<file path="src/rtl/hdmi_period_scheduler_if.sv">
// Island packet handshake between the packet source and the period scheduler.
//   island_req  source -> sched  level: a packet set is ready
//   isl_valid   source -> sched  head symbols valid (first-word-fall-through)
//   isl_ch0..2  source -> sched  TERC4-encoded island symbols
//   island_ack  sched -> source  1-cycle pulse: island launched
//   island_rd   sched -> source  pop the head symbols this cycle
interface hdmi_period_scheduler_if;
  logic       island_req;
  logic       isl_valid;
  logic [9:0] isl_ch0;
  logic [9:0] isl_ch1;
  logic [9:0] isl_ch2;
  logic       island_ack;
  logic       island_rd;

  modport master (
    output island_req, isl_valid, isl_ch0, isl_ch1, isl_ch2,
    input  island_ack, island_rd
  );

  modport slave (
    input  island_req, isl_valid, isl_ch0, isl_ch1, isl_ch2,
    output island_ack, island_rd
  );
endinterface

</file>
<file path="src/rtl/hdmi_period_scheduler.sv">
// HDMI period scheduler: picks the 10-bit symbol per TMDS channel every pixel
// clock (control, preambles, guard bands, video, data-island packets).
// Video/syncs run through a 10-deep delay line so that 8 preamble + 2 guard
// cycles can be inserted ahead of active video; symbol outputs are registered,
// giving 11 cycles of video latency.
// Ports:
//   i_pixclk, i_reset_n         pixel clock, async active-low reset
//   i_de, i_hsync, i_vsync      raw timing from the timing generator
//   i_vid_ch0..2                TMDS video symbols aligned with i_de
//   i_clr_err                   clears the sticky flags
//   isl (slave)                 island source handshake and symbols
//   o_ch0..2_sym                symbols to serializer (blue/green/red)
//   o_sync_d                    {vsync,hsync} delayed 10 cycles
//   o_underrun, o_sched_err     sticky error flags
module hdmi_period_scheduler #(
  parameter int PKTS          = 1,
  parameter int ISLAND_OFFSET = 16
) (
  input  logic                    i_pixclk,
  input  logic                    i_reset_n,
  input  logic                    i_de,
  input  logic                    i_hsync,
  input  logic                    i_vsync,
  input  logic [9:0]              i_vid_ch0,
  input  logic [9:0]              i_vid_ch1,
  input  logic [9:0]              i_vid_ch2,
  input  logic                    i_clr_err,
  hdmi_period_scheduler_if.slave  isl,
  output logic [9:0]              o_ch0_sym,
  output logic [9:0]              o_ch1_sym,
  output logic [9:0]              o_ch2_sym,
  output logic [1:0]              o_sync_d,
  output logic                    o_underrun,
  output logic                    o_sched_err
);

  localparam int DLY      = 10;
  localparam int DATA_LEN = 32 * PKTS;
  localparam int CW       = 10;
  localparam int CCW      = 16;

  localparam logic [CW-1:0]  DATA_LAST = CW'(DATA_LEN - 1);
  localparam logic [CW-1:0]  PRE_LAST  = CW'(7);
  localparam logic [CW-1:0]  GB_LAST   = CW'(1);
  // The launch cycle itself counts as a control cycle, so ISLAND_OFFSET
  // control symbols go out before the first preamble symbol.
  localparam logic [CCW-1:0] LAUNCH_AT = CCW'(ISLAND_OFFSET - 1);

  localparam logic [9:0] CTL_00  = 10'b1101010100;
  localparam logic [9:0] CTL_01  = 10'b0010101011;
  localparam logic [9:0] GB_V02  = 10'b1011001100;
  localparam logic [9:0] GB_V1   = 10'b0100110011;
  localparam logic [9:0] GB_ISL  = 10'b0100110011;
  localparam logic [9:0] TERC4_0 = 10'b1010011100;

  typedef enum logic [2:0] {CTL, VPRE, VGB, VIDEO, DPRE, DLGB, DATA, DTGB} state_e;

  typedef struct packed {
    logic            de;
    logic            vs;
    logic            hs;
    logic [2:0][9:0] vid;
  } px_t;

  function automatic logic [9:0] ctl_sym(input logic [1:0] idx);
    case (idx)
      2'b00:   return 10'b1101010100;
      2'b01:   return 10'b0010101011;
      2'b10:   return 10'b0101010100;
      default: return 10'b1010101011;
    endcase
  endfunction

  function automatic logic [9:0] terc4(input logic [3:0] d);
    case (d)
      4'h0:    return 10'b1010011100;
      4'h1:    return 10'b1001100011;
      4'h2:    return 10'b1011100100;
      4'h3:    return 10'b1011100010;
      4'h4:    return 10'b0101110001;
      4'h5:    return 10'b0100011110;
      4'h6:    return 10'b0110001110;
      4'h7:    return 10'b0100111100;
      4'h8:    return 10'b1011001100;
      4'h9:    return 10'b0100111001;
      4'hA:    return 10'b0110011100;
      4'hB:    return 10'b1011000110;
      4'hC:    return 10'b1010001110;
      4'hD:    return 10'b1001110001;
      4'hE:    return 10'b0101100011;
      default: return 10'b1011000011;
    endcase
  endfunction

  // ---------------- delay line ----------------
  px_t            px_in;
  px_t            px_d;
  px_t [DLY-1:0]  dl_q;
  logic [1:0]     sync_d;

  assign px_in  = {i_de, i_vsync, i_hsync, i_vid_ch2, i_vid_ch1, i_vid_ch0};
  assign px_d   = dl_q[DLY-1];
  assign sync_d = {px_d.vs, px_d.hs};

  always_ff @(posedge i_pixclk or negedge i_reset_n) begin
    if (!i_reset_n) dl_q <= '0;
    else            dl_q <= {dl_q[DLY-2:0], px_in};
  end

  // ---------------- scheduler ----------------
  state_e          state_q, state_d;
  logic [CW-1:0]   cnt_q, cnt_d;
  logic [CCW-1:0]  ctl_cnt_q, ctl_cnt_d;
  logic [2:0][9:0] sym_q, sym_d;
  logic            ack_q, ack_d;
  logic            rd_q, rd_d;
  logic            underrun_q, err_q;
  logic            de_prev_q;
  logic            de_rise;
  logic            err_set;
  logic [CW-1:0]   isl_last;

  assign de_rise  = i_de & ~de_prev_q;
  assign isl_last = (state_q == DATA) ? DATA_LAST :
                    (state_q == DPRE) ? PRE_LAST  : GB_LAST;

  // state_q is the period whose symbols are on the outputs this cycle;
  // state_d is decided from this cycle's inputs and drives next cycle's symbols.
  always_comb begin
    state_d   = state_q;
    cnt_d     = cnt_q + CW'(1);
    ctl_cnt_d = ctl_cnt_q;
    ack_d     = 1'b0;
    err_set   = 1'b0;
    case (state_q)
      CTL: begin
        cnt_d = '0;
        if (ctl_cnt_q != '1) ctl_cnt_d = ctl_cnt_q + CCW'(1);
        if (px_d.de) begin
          // video reached the delay-line tap without a preamble (short blanking)
          state_d = VIDEO;
          err_set = de_rise;
        end else if (de_rise) begin
          state_d = VPRE;
        end else if (isl.island_req && ctl_cnt_q >= LAUNCH_AT) begin
          state_d = DPRE;
          ack_d   = 1'b1;
        end
      end
      VPRE: begin
        err_set = de_rise;
        if (cnt_q == PRE_LAST) begin
          state_d = VGB;
          cnt_d   = '0;
        end
      end
      VGB: begin
        err_set = de_rise;
        if (cnt_q == GB_LAST) begin
          state_d = VIDEO;
          cnt_d   = '0;
        end
      end
      VIDEO: begin
        cnt_d = '0;
        if (!px_d.de) begin
          // a rise exactly 10 cycles after the fall still fits a full preamble
          if (de_rise) begin
            state_d = VPRE;
          end else begin
            state_d   = CTL;
            ctl_cnt_d = '0;
          end
        end else begin
          err_set = de_rise;
        end
      end
      DPRE, DLGB, DATA, DTGB: begin
        if (de_rise) begin
          state_d = VPRE;
          cnt_d   = '0;
          err_set = 1'b1;
        end else if (cnt_q == isl_last) begin
          cnt_d = '0;
          case (state_q)
            DPRE:    state_d = DLGB;
            DLGB:    state_d = DATA;
            DATA:    state_d = DTGB;
            default: begin
              state_d   = CTL;
              ctl_cnt_d = '0;
            end
          endcase
        end
      end
      default: state_d = CTL;
    endcase
    // Pop one cycle ahead: the head captured while rd is high is what goes
    // out on the following DATA cycle.
    rd_d = (state_d == DLGB && cnt_d == GB_LAST) ||
           (state_d == DATA && cnt_d != DATA_LAST);
  end

  always_comb begin
    sym_d[0] = ctl_sym(sync_d);
    sym_d[1] = CTL_00;
    sym_d[2] = CTL_00;
    case (state_d)
      VPRE: sym_d[1] = CTL_01;
      VGB: begin
        sym_d[0] = GB_V02;
        sym_d[1] = GB_V1;
        sym_d[2] = GB_V02;
      end
      VIDEO: sym_d = px_d.vid;
      DPRE: begin
        sym_d[1] = CTL_01;
        sym_d[2] = CTL_01;
      end
      DLGB, DTGB: begin
        sym_d[0] = terc4({2'b11, sync_d});
        sym_d[1] = GB_ISL;
        sym_d[2] = GB_ISL;
      end
      DATA: begin
        if (isl.isl_valid) begin
          sym_d = {isl.isl_ch2, isl.isl_ch1, isl.isl_ch0};
        end else begin
          sym_d[0] = terc4({2'b00, sync_d});
          sym_d[1] = TERC4_0;
          sym_d[2] = TERC4_0;
        end
      end
      default: ;
    endcase
  end

  always_ff @(posedge i_pixclk or negedge i_reset_n) begin
    if (!i_reset_n) begin
      state_q    <= CTL;
      cnt_q      <= '0;
      ctl_cnt_q  <= '0;
      sym_q      <= {3{CTL_00}};
      ack_q      <= 1'b0;
      rd_q       <= 1'b0;
      underrun_q <= 1'b0;
      err_q      <= 1'b0;
      de_prev_q  <= 1'b0;
    end else begin
      state_q    <= state_d;
      cnt_q      <= cnt_d;
      ctl_cnt_q  <= ctl_cnt_d;
      sym_q      <= sym_d;
      ack_q      <= ack_d;
      rd_q       <= rd_d;
      de_prev_q  <= i_de;
      // a set in the same cycle as a clear wins
      underrun_q <= (underrun_q & ~i_clr_err) | (rd_q & ~isl.isl_valid);
      err_q      <= (err_q & ~i_clr_err) | err_set;
    end
  end

  assign o_ch0_sym      = sym_q[0];
  assign o_ch1_sym      = sym_q[1];
  assign o_ch2_sym      = sym_q[2];
  assign o_sync_d       = sync_d;
  assign o_underrun     = underrun_q;
  assign o_sched_err    = err_q;
  assign isl.island_ack = ack_q;
  assign isl.island_rd  = rd_q;

endmodule

</file>
<file path="src/flat_wrapper.sv">
// flat-port wrapper written by rule: the top's interface ports become plain ports
module hdmi_period_scheduler_flat 
#(
  parameter int PKTS          = 1,
  parameter int ISLAND_OFFSET = 16
)
  (i_pixclk, i_reset_n, i_de, i_hsync, i_vsync, i_vid_ch0, i_vid_ch1, i_vid_ch2, i_clr_err, o_ch0_sym, o_ch1_sym, o_ch2_sym, o_sync_d, o_underrun, o_sched_err, isl_island_req, isl_isl_valid, isl_isl_ch0, isl_isl_ch1, isl_isl_ch2, isl_island_ack, isl_island_rd);
  hdmi_period_scheduler_if isl_i ();
  input  logic i_pixclk;
  input  logic i_reset_n;
  input  logic i_de;
  input  logic i_hsync;
  input  logic i_vsync;
  input  logic [9:0] i_vid_ch0;
  input  logic [9:0] i_vid_ch1;
  input  logic [9:0] i_vid_ch2;
  input  logic i_clr_err;
  output logic [9:0] o_ch0_sym;
  output logic [9:0] o_ch1_sym;
  output logic [9:0] o_ch2_sym;
  output logic [1:0] o_sync_d;
  output logic o_underrun;
  output logic o_sched_err;
  input wire logic [$bits(isl_i.island_req)-1:0] isl_island_req;
  input wire logic [$bits(isl_i.isl_valid)-1:0] isl_isl_valid;
  input wire logic [$bits(isl_i.isl_ch0)-1:0] isl_isl_ch0;
  input wire logic [$bits(isl_i.isl_ch1)-1:0] isl_isl_ch1;
  input wire logic [$bits(isl_i.isl_ch2)-1:0] isl_isl_ch2;
  output wire logic [$bits(isl_i.island_ack)-1:0] isl_island_ack;
  output wire logic [$bits(isl_i.island_rd)-1:0] isl_island_rd;
  assign isl_i.island_req = isl_island_req;
  assign isl_i.isl_valid = isl_isl_valid;
  assign isl_i.isl_ch0 = isl_isl_ch0;
  assign isl_i.isl_ch1 = isl_isl_ch1;
  assign isl_i.isl_ch2 = isl_isl_ch2;
  assign isl_island_ack = isl_i.island_ack;
  assign isl_island_rd = isl_i.island_rd;
  hdmi_period_scheduler #(.PKTS(PKTS), .ISLAND_OFFSET(ISLAND_OFFSET)) u_core (.i_pixclk(i_pixclk), .i_reset_n(i_reset_n), .i_de(i_de), .i_hsync(i_hsync), .i_vsync(i_vsync), .i_vid_ch0(i_vid_ch0), .i_vid_ch1(i_vid_ch1), .i_vid_ch2(i_vid_ch2), .i_clr_err(i_clr_err), .isl(isl_i), .o_ch0_sym(o_ch0_sym), .o_ch1_sym(o_ch1_sym), .o_ch2_sym(o_ch2_sym), .o_sync_d(o_sync_d), .o_underrun(o_underrun), .o_sched_err(o_sched_err));
endmodule
</file>
<file path="config.mk">
export PLATFORM = sky130hd
export DESIGN_NAME = hdmi_period_scheduler_flat
export DESIGN_NICKNAME = d
export VERILOG_FILES = /design/src/rtl/hdmi_period_scheduler_if.sv /design/src/rtl/hdmi_period_scheduler.sv /design/src/flat_wrapper.sv
export SDC_FILE = /design/constraint.sdc
export NUM_CORES = 1
export LEC_CHECK = 0
export BUFFER_PORTS_ARGS = -buffer_cell sky130_fd_sc_hd__buf_2
export CAP_MARGIN = 20
export CELL_PAD_IN_SITES_DETAIL_PLACEMENT = 0
export CELL_PAD_IN_SITES_GLOBAL_PLACEMENT = 1
export CORE_MARGIN = 4
export CORE_UTILIZATION = 44
export CTS_BUF_LIST = sky130_fd_sc_hd__clkbuf_16
export DETAILED_ROUTE_END_ITERATION = 8
export PLACE_DENSITY_LB_ADDON = 0.3
export SYNTH_ARGS = -nofsm -noshare
export SYNTH_HDL_FRONTEND = slang
export SYNTH_SLANG_ARGS = --single-unit
export TNS_END_PERCENT = 20
</file>
<file path="constraint.sdc">
create_clock -name i_pixclk -period 2.85 [get_ports i_pixclk]
set_clock_uncertainty 0.2 [all_clocks]
set_input_delay 0.7125 -clock i_pixclk [delete_from_list [all_inputs] [get_ports i_pixclk]]
set_output_delay 0.7125 -clock i_pixclk [all_outputs]
set_load 0.03 [all_outputs]
</file>
After elaboration in Yosys (flattened, before gate mapping)
Index checks and enable logic that the tools add are counted.
{ "word_totals": {"out_inout_bits": 36, "latchBits": 0, "regBits": 393, "mem_count": 0, "ramBits": 0, "rom_bits": 0, "elab_cells": 165, "inputBits": 68} }
{ "op_classes": {"bitwise_logic": 9, "n_mul": 0, "muxes": 39, "div_mod_pow": 0, "add_sub_neg": 2, "shift": 0, "eq_ne": 29, "magnitude_cmp": 1, "reduce_logical": 15} }
{ "op_table": {"columns": ["cell", "count"], "rows": [
  ["one-hot mux 10 bit (4 select lines)", 4],
  ["2-to-1 mux 16 bit", 6],
  ["one-hot mux 10 bit (3 select lines)", 2],
  ["2-to-1 mux 10 bit", 5],
  ["one-hot mux 10 bit (5 select lines)", 1],
  ["one-hot mux 16 bit (3 select lines)", 1],
  ["2-to-1 mux 30 bit", 1],
  ["2-to-1 mux 3 bit", 9],
  ["equality test 3 bit, second input constant", 8],
  ["equality test 10 x 1 -> 1 bit, second input constant", 2],
  ["adder 16 x 1 -> 16 bit, second input constant", 1],
  ["greater-or-equal comparator 16 x 4 -> 1 bit, second input constant", 1],
  ["!= test 16 bit, second input constant", 1],
  ["one-hot mux 3 bit (5 select lines)", 1],
  ["equality test 3 x 2 -> 1 bit, second input constant", 4],
  ["adder 10 x 1 -> 10 bit, second input constant", 1],
  ["equality test 10 bit", 1],
  ["equality test 10 x 3 -> 1 bit, second input constant", 1],
  ["!= test 10 x 5 -> 1 bit, second input constant", 1],
  ["one-hot mux 3 bit (3 select lines)", 1],
  ["!= test 2 bit, second input constant", 4],
  ["OR reduction 2 bit", 4],
  ["2-to-1 mux 1 bit", 7],
  ["AND reduction 7 bit", 1],
  ["15 further kinds", 27]
]} }

Logic depth before layout (Yosys ltp)
{ "depth": {"depth_word": 10, "depth_mapped": 11, "mapped_depth_nobuf": 9} }

Worst setup path before layout
No wires, ideal clock.
{ "synth_path": {"path_kind": "register to register", "from": "reg u_core.cnt_q[7]", "to": "reg u_core.sym_q (netlist bit u_core.o_ch1_sym[3])", "period_less_slack_ps": 2766, "path_stages_with_launch": 9, "t_required_ps": 2517, "arrival_time_ps": 2433, "setup_time_ps": 133, "setup_slack_ps": 84, "n_path_buf": 1, "path_cell_list": "dfrtp_1 or4_4 or4_4 a211oi_4 a31oi_2 o21a_4 buf_6 o31ai_1 o22ai_1"} }
{ "synth_rtl": {"columns": ["element", "line_no", "rtl"], "rows": [
  ["start, declared", "hdmi_period_scheduler.sv:112", "logic [CW-1:0] cnt_q, cnt_d;"],
  ["start signal, assigned", "hdmi_period_scheduler.sv:251", "cnt_q <= cnt_d;"],
  ["end signal, assigned", "hdmi_period_scheduler.sv:243", "sym_q <= {3{CTL_00}};"],
  ["end signal, assigned", "hdmi_period_scheduler.sv:253", "sym_q <= sym_d;"],
  ["end, declared", "hdmi_period_scheduler.sv:114", "logic [2:0][9:0] sym_q, sym_d;"]
]} }

==> summary.txt <==
Synthesis
  • Asr flop ratio synth: 100%
  • Yosys warns: 0
  • FF+latch count, synth: 393
  • Most frequent cell after synthesis: dfrtp_1
  • Synth cell count leaders: 378 x dfrtp_1, 43 x nor2_1, 38 x nand2_1
  • Synth top area share: 79.0%
  • Cell area after synthesis: 12,000 um^2
  • Mapped Cells: 743
  • Cell taking the most area after synthesis: dfrtp_1
  • EDFF count, synth: 0
  • Post-synth cell types: 70
  • Register area share after synthesis: 82.3%
  • Ys flop type: dfrtp_1
  • Ranking of synthesized cells by area: dfrtp_1 79%, dfstp_2 3.3%, o21ai_0 1.5%
  • Syn_nets: 821
  • Avg Synthesized Cell Area: 16.1 um^2

Route
  • Overall routed net length: 21,800 um
  • Uppermost layer routed: met4
  • Post-DRT Antenna Nets: 0
  • First drt pass iteration count: 4
  • Met3 routed WL: 1080 um
  • Number of remaining DRC errors: 0
  • Via Count: 6,279
  • Routed wl met2: 10,400 um
  • WL per Instance: 16.8 um
  • Via/cell ratio: 4.86
  • DR iter-0 viols: 450
  • Metal-1 WL: 9760 um

Finish
  • Share of cells above drive strength 1: 28.4%
  • Nets: 1,002
  • Post-route cell area: 14,600 um^2
  • Filler Cells Inserted: 2,205
  • Area Growth Syn to Fin: 22.2%
  • Util after Layout: 54.5%
  • # diodes: 0

Power and ir drop
  • PD cells: 985 nW/um^2
  • Leak: 6.74 nW
  • Peak VDD IR: 0.557 mV

Place
  • Port Buf Inserts: 103
  • DP HPWL: 14,500 um
  • Pre-CTS WS: -146 ps
  • GPL Wtd Cong: 0.889
  • Placed cell areas: 13,300 um^2

STA
  • Worst Max-Slew Pin Slew: 598 ps
  • Slew headroom: 60.1%
  • Setup TNS: 0 ps
  • Fmax: 358 MHz
  • Hold_ws: 90.9 ps
  • Final Hold Viols: 0
  • Fin crit period: 2790 ps
  • Final Setup Violations: 0
  • RSZ-0062 raised after global routing: yes
  • Final slew viol count: 0
  • Final Worst Setup Slack: 57.8 ps
  • Period utilization: 98.0%

Global routing
  • GR Overflow Total: 0
  • Total track usage: 14.9%
  • First-pass GRT wire length: 35,900 um
  • Initial antenna violation count: 0
  • Vias in the first global route: 6,558
  • Largest net degree at the start of global routing: 100

Setup path
  • Worst EP required: 3090 ps
  • Critical Path Sink Type: flop
  • Critical path fanouts, max: 5
  • Crit path top cell by count: buf_4
  • Kind of critical path: flop to flop
  • CP max stage cell: or4_4
  • Crit start category: flop
  • Family with the most delay on the worst path: simple AND/OR/NAND/NOR gates
  • Slowest cell delay on critical path: 470 ps
  • Arrival time at the worst endpoint: 3030 ps
  • CP cell instances: nor4_4, o2111ai_2, buf_4, or3_1, o311a_4, buf_4, or4_4, a21oi_2, a311oi_2
  • CP Buf/Inv Count: 2

Die
  • Initial core utilization: 44.6%
  • Number of placed I/O pins: 104
  • Die area: 29,900 um^2
  • Die Wd: 173 um
  • CORE AREA: 26,900 um^2
  • Site Rows: 60
  • Die height: 173 um

Clocking
  • H-tree level count: 2
  • TritonCTS clock tree: yes
  • Num CTS Buffers: 38
  • Clk sinks: 393
  • Reg clk slew, reported paths: 60 ps
  • Root Buffer: clkbuf_16
  • Worst skew pair latency: 520 ps
  • CTS max path bufs: 3

Min path
  • Hold Path Class: primary input to flop

Status
  • Status: completed

Run
  • Max-cap viol count: 0
## layer usage
metal  vias up  GRT usage (%)
met5         -              0
met4         0           4.52
met3        45           3.24
met2       139           23.5
met1      3186           21.2
li1       2909              -
## area by class of cell
cell class              count  area [um^2]  share of cell area (%)
flip-flops and latches    393         9850                    67.3
inverters                  16         65.1                   0.444
repair buffers            164         1050                    7.19
multi-input cells         311         2030                    13.8
clock inverters            30          262                    1.79
well taps                 341          427                    2.91
clock buffers              38          951                    6.50
## per-stage QoR
stage,total power [mW],instances
detailed placement,9.65,1223
floorplan,8.34,743
global placement,9.61,1223
CTS,14.6,1292
global route,15.2,1293
finish,14.4,1293
## report_power, final
part	leakage, nW	internal (mW)	switching, mW
combinational	1.49	1.17	1.92
sequential	4.62	6.21	0.320
clock	0.625	2.81	1.99
## registers in the layout, indices dropped and copies added (netlist names)
| name | flops |
|---|---|
| u_core.dl_q | 328 |
| u_core.ctl_cnt_q | 16 |
| u_core.cnt_q | 10 |
| u_core.o_ch0_sym | 10 |
| u_core.o_ch1_sym | 10 |
| u_core.o_ch2_sym | 10 |
| u_core.state_q | 3 |
| u_core.o_sync_d | 2 |
| u_core.isl.island_ack | 1 |
| u_core.isl.island_rd | 1 |
| u_core.o_sched_err | 1 |
| u_core.o_underrun | 1 |
## repair_timing
action,in CTS,in global routing
pin swaps,3,6
hold buffers,1,0
hold endpoints to repair,19,0
buffers inserted,0,1
endpoints found under the setup margin,21,29
resized for setup,5,13
## kinds of logic (layout without fill, tap and decap cells)
group	count (synthesis)	count (layout)	synth area share, %
AO/OA/AOI/OAI	122	122	7.06
XOR/XNOR	8	8	0.585
adder cells (fa/ha/maj)	10	10	1.04
buffers and inverters	39	248	1.51
flip-flops	393	393	82.3
multiplexers	3	3	0.261
AND/OR/NAND/NOR	168	168	7.28
## cells in the final DEF, fill, tap and decap left out, types with 6 or more instances in the layout
master and count:
dfstp_2 15, o211ai_1 7, ha_1 10, clkinv_2 9
clkinv_1 8, o21ai_0 37, buf_2 102, inv_1 19
a22oi_1 6, clkbuf_16 38, o22ai_1 8, a21oi_1 17
nor3_1 14, dfrtp_1 377, and3_1 16, nand3_1 16
nor2_1 40, buf_4 54, nand2_1 38, o31ai_1 8
## path summary, 6_finish.rpt
| kind | from | endpoint | slack, ps | depth (start not counted) |
|---|---|---|---|---|
| setup / recovery | u_core.cnt_q[8]$_DFF_PN0_ | u_core.o_ch0_sym[9]$_DFF_PN1_ | 60 | 9 |
| hold / removal | i_vid_ch0[8] | u_core.dl_q[8]$_DFF_PN0_ | 90 | 1 |
| setup reg to reg | u_core.cnt_q[8]$_DFF_PN0_ | u_core.o_ch0_sym[9]$_DFF_PN1_ | 60 | 9 |
| hold reg to reg | u_core.dl_q[64]$_DFF_PN0_ | u_core.dl_q[97]$_DFF_PN0_ | 140 | 0 |
| max in group asynchronous | i_reset_n | u_core.o_ch2_sym[4]$_DFF_PN1_ | 1200 | 3 |
| min in group asynchronous | i_reset_n | u_core.dl_q[264]$_DFF_PN0_ | 460 | 2 |
Power figures use the tool's default switching activity.
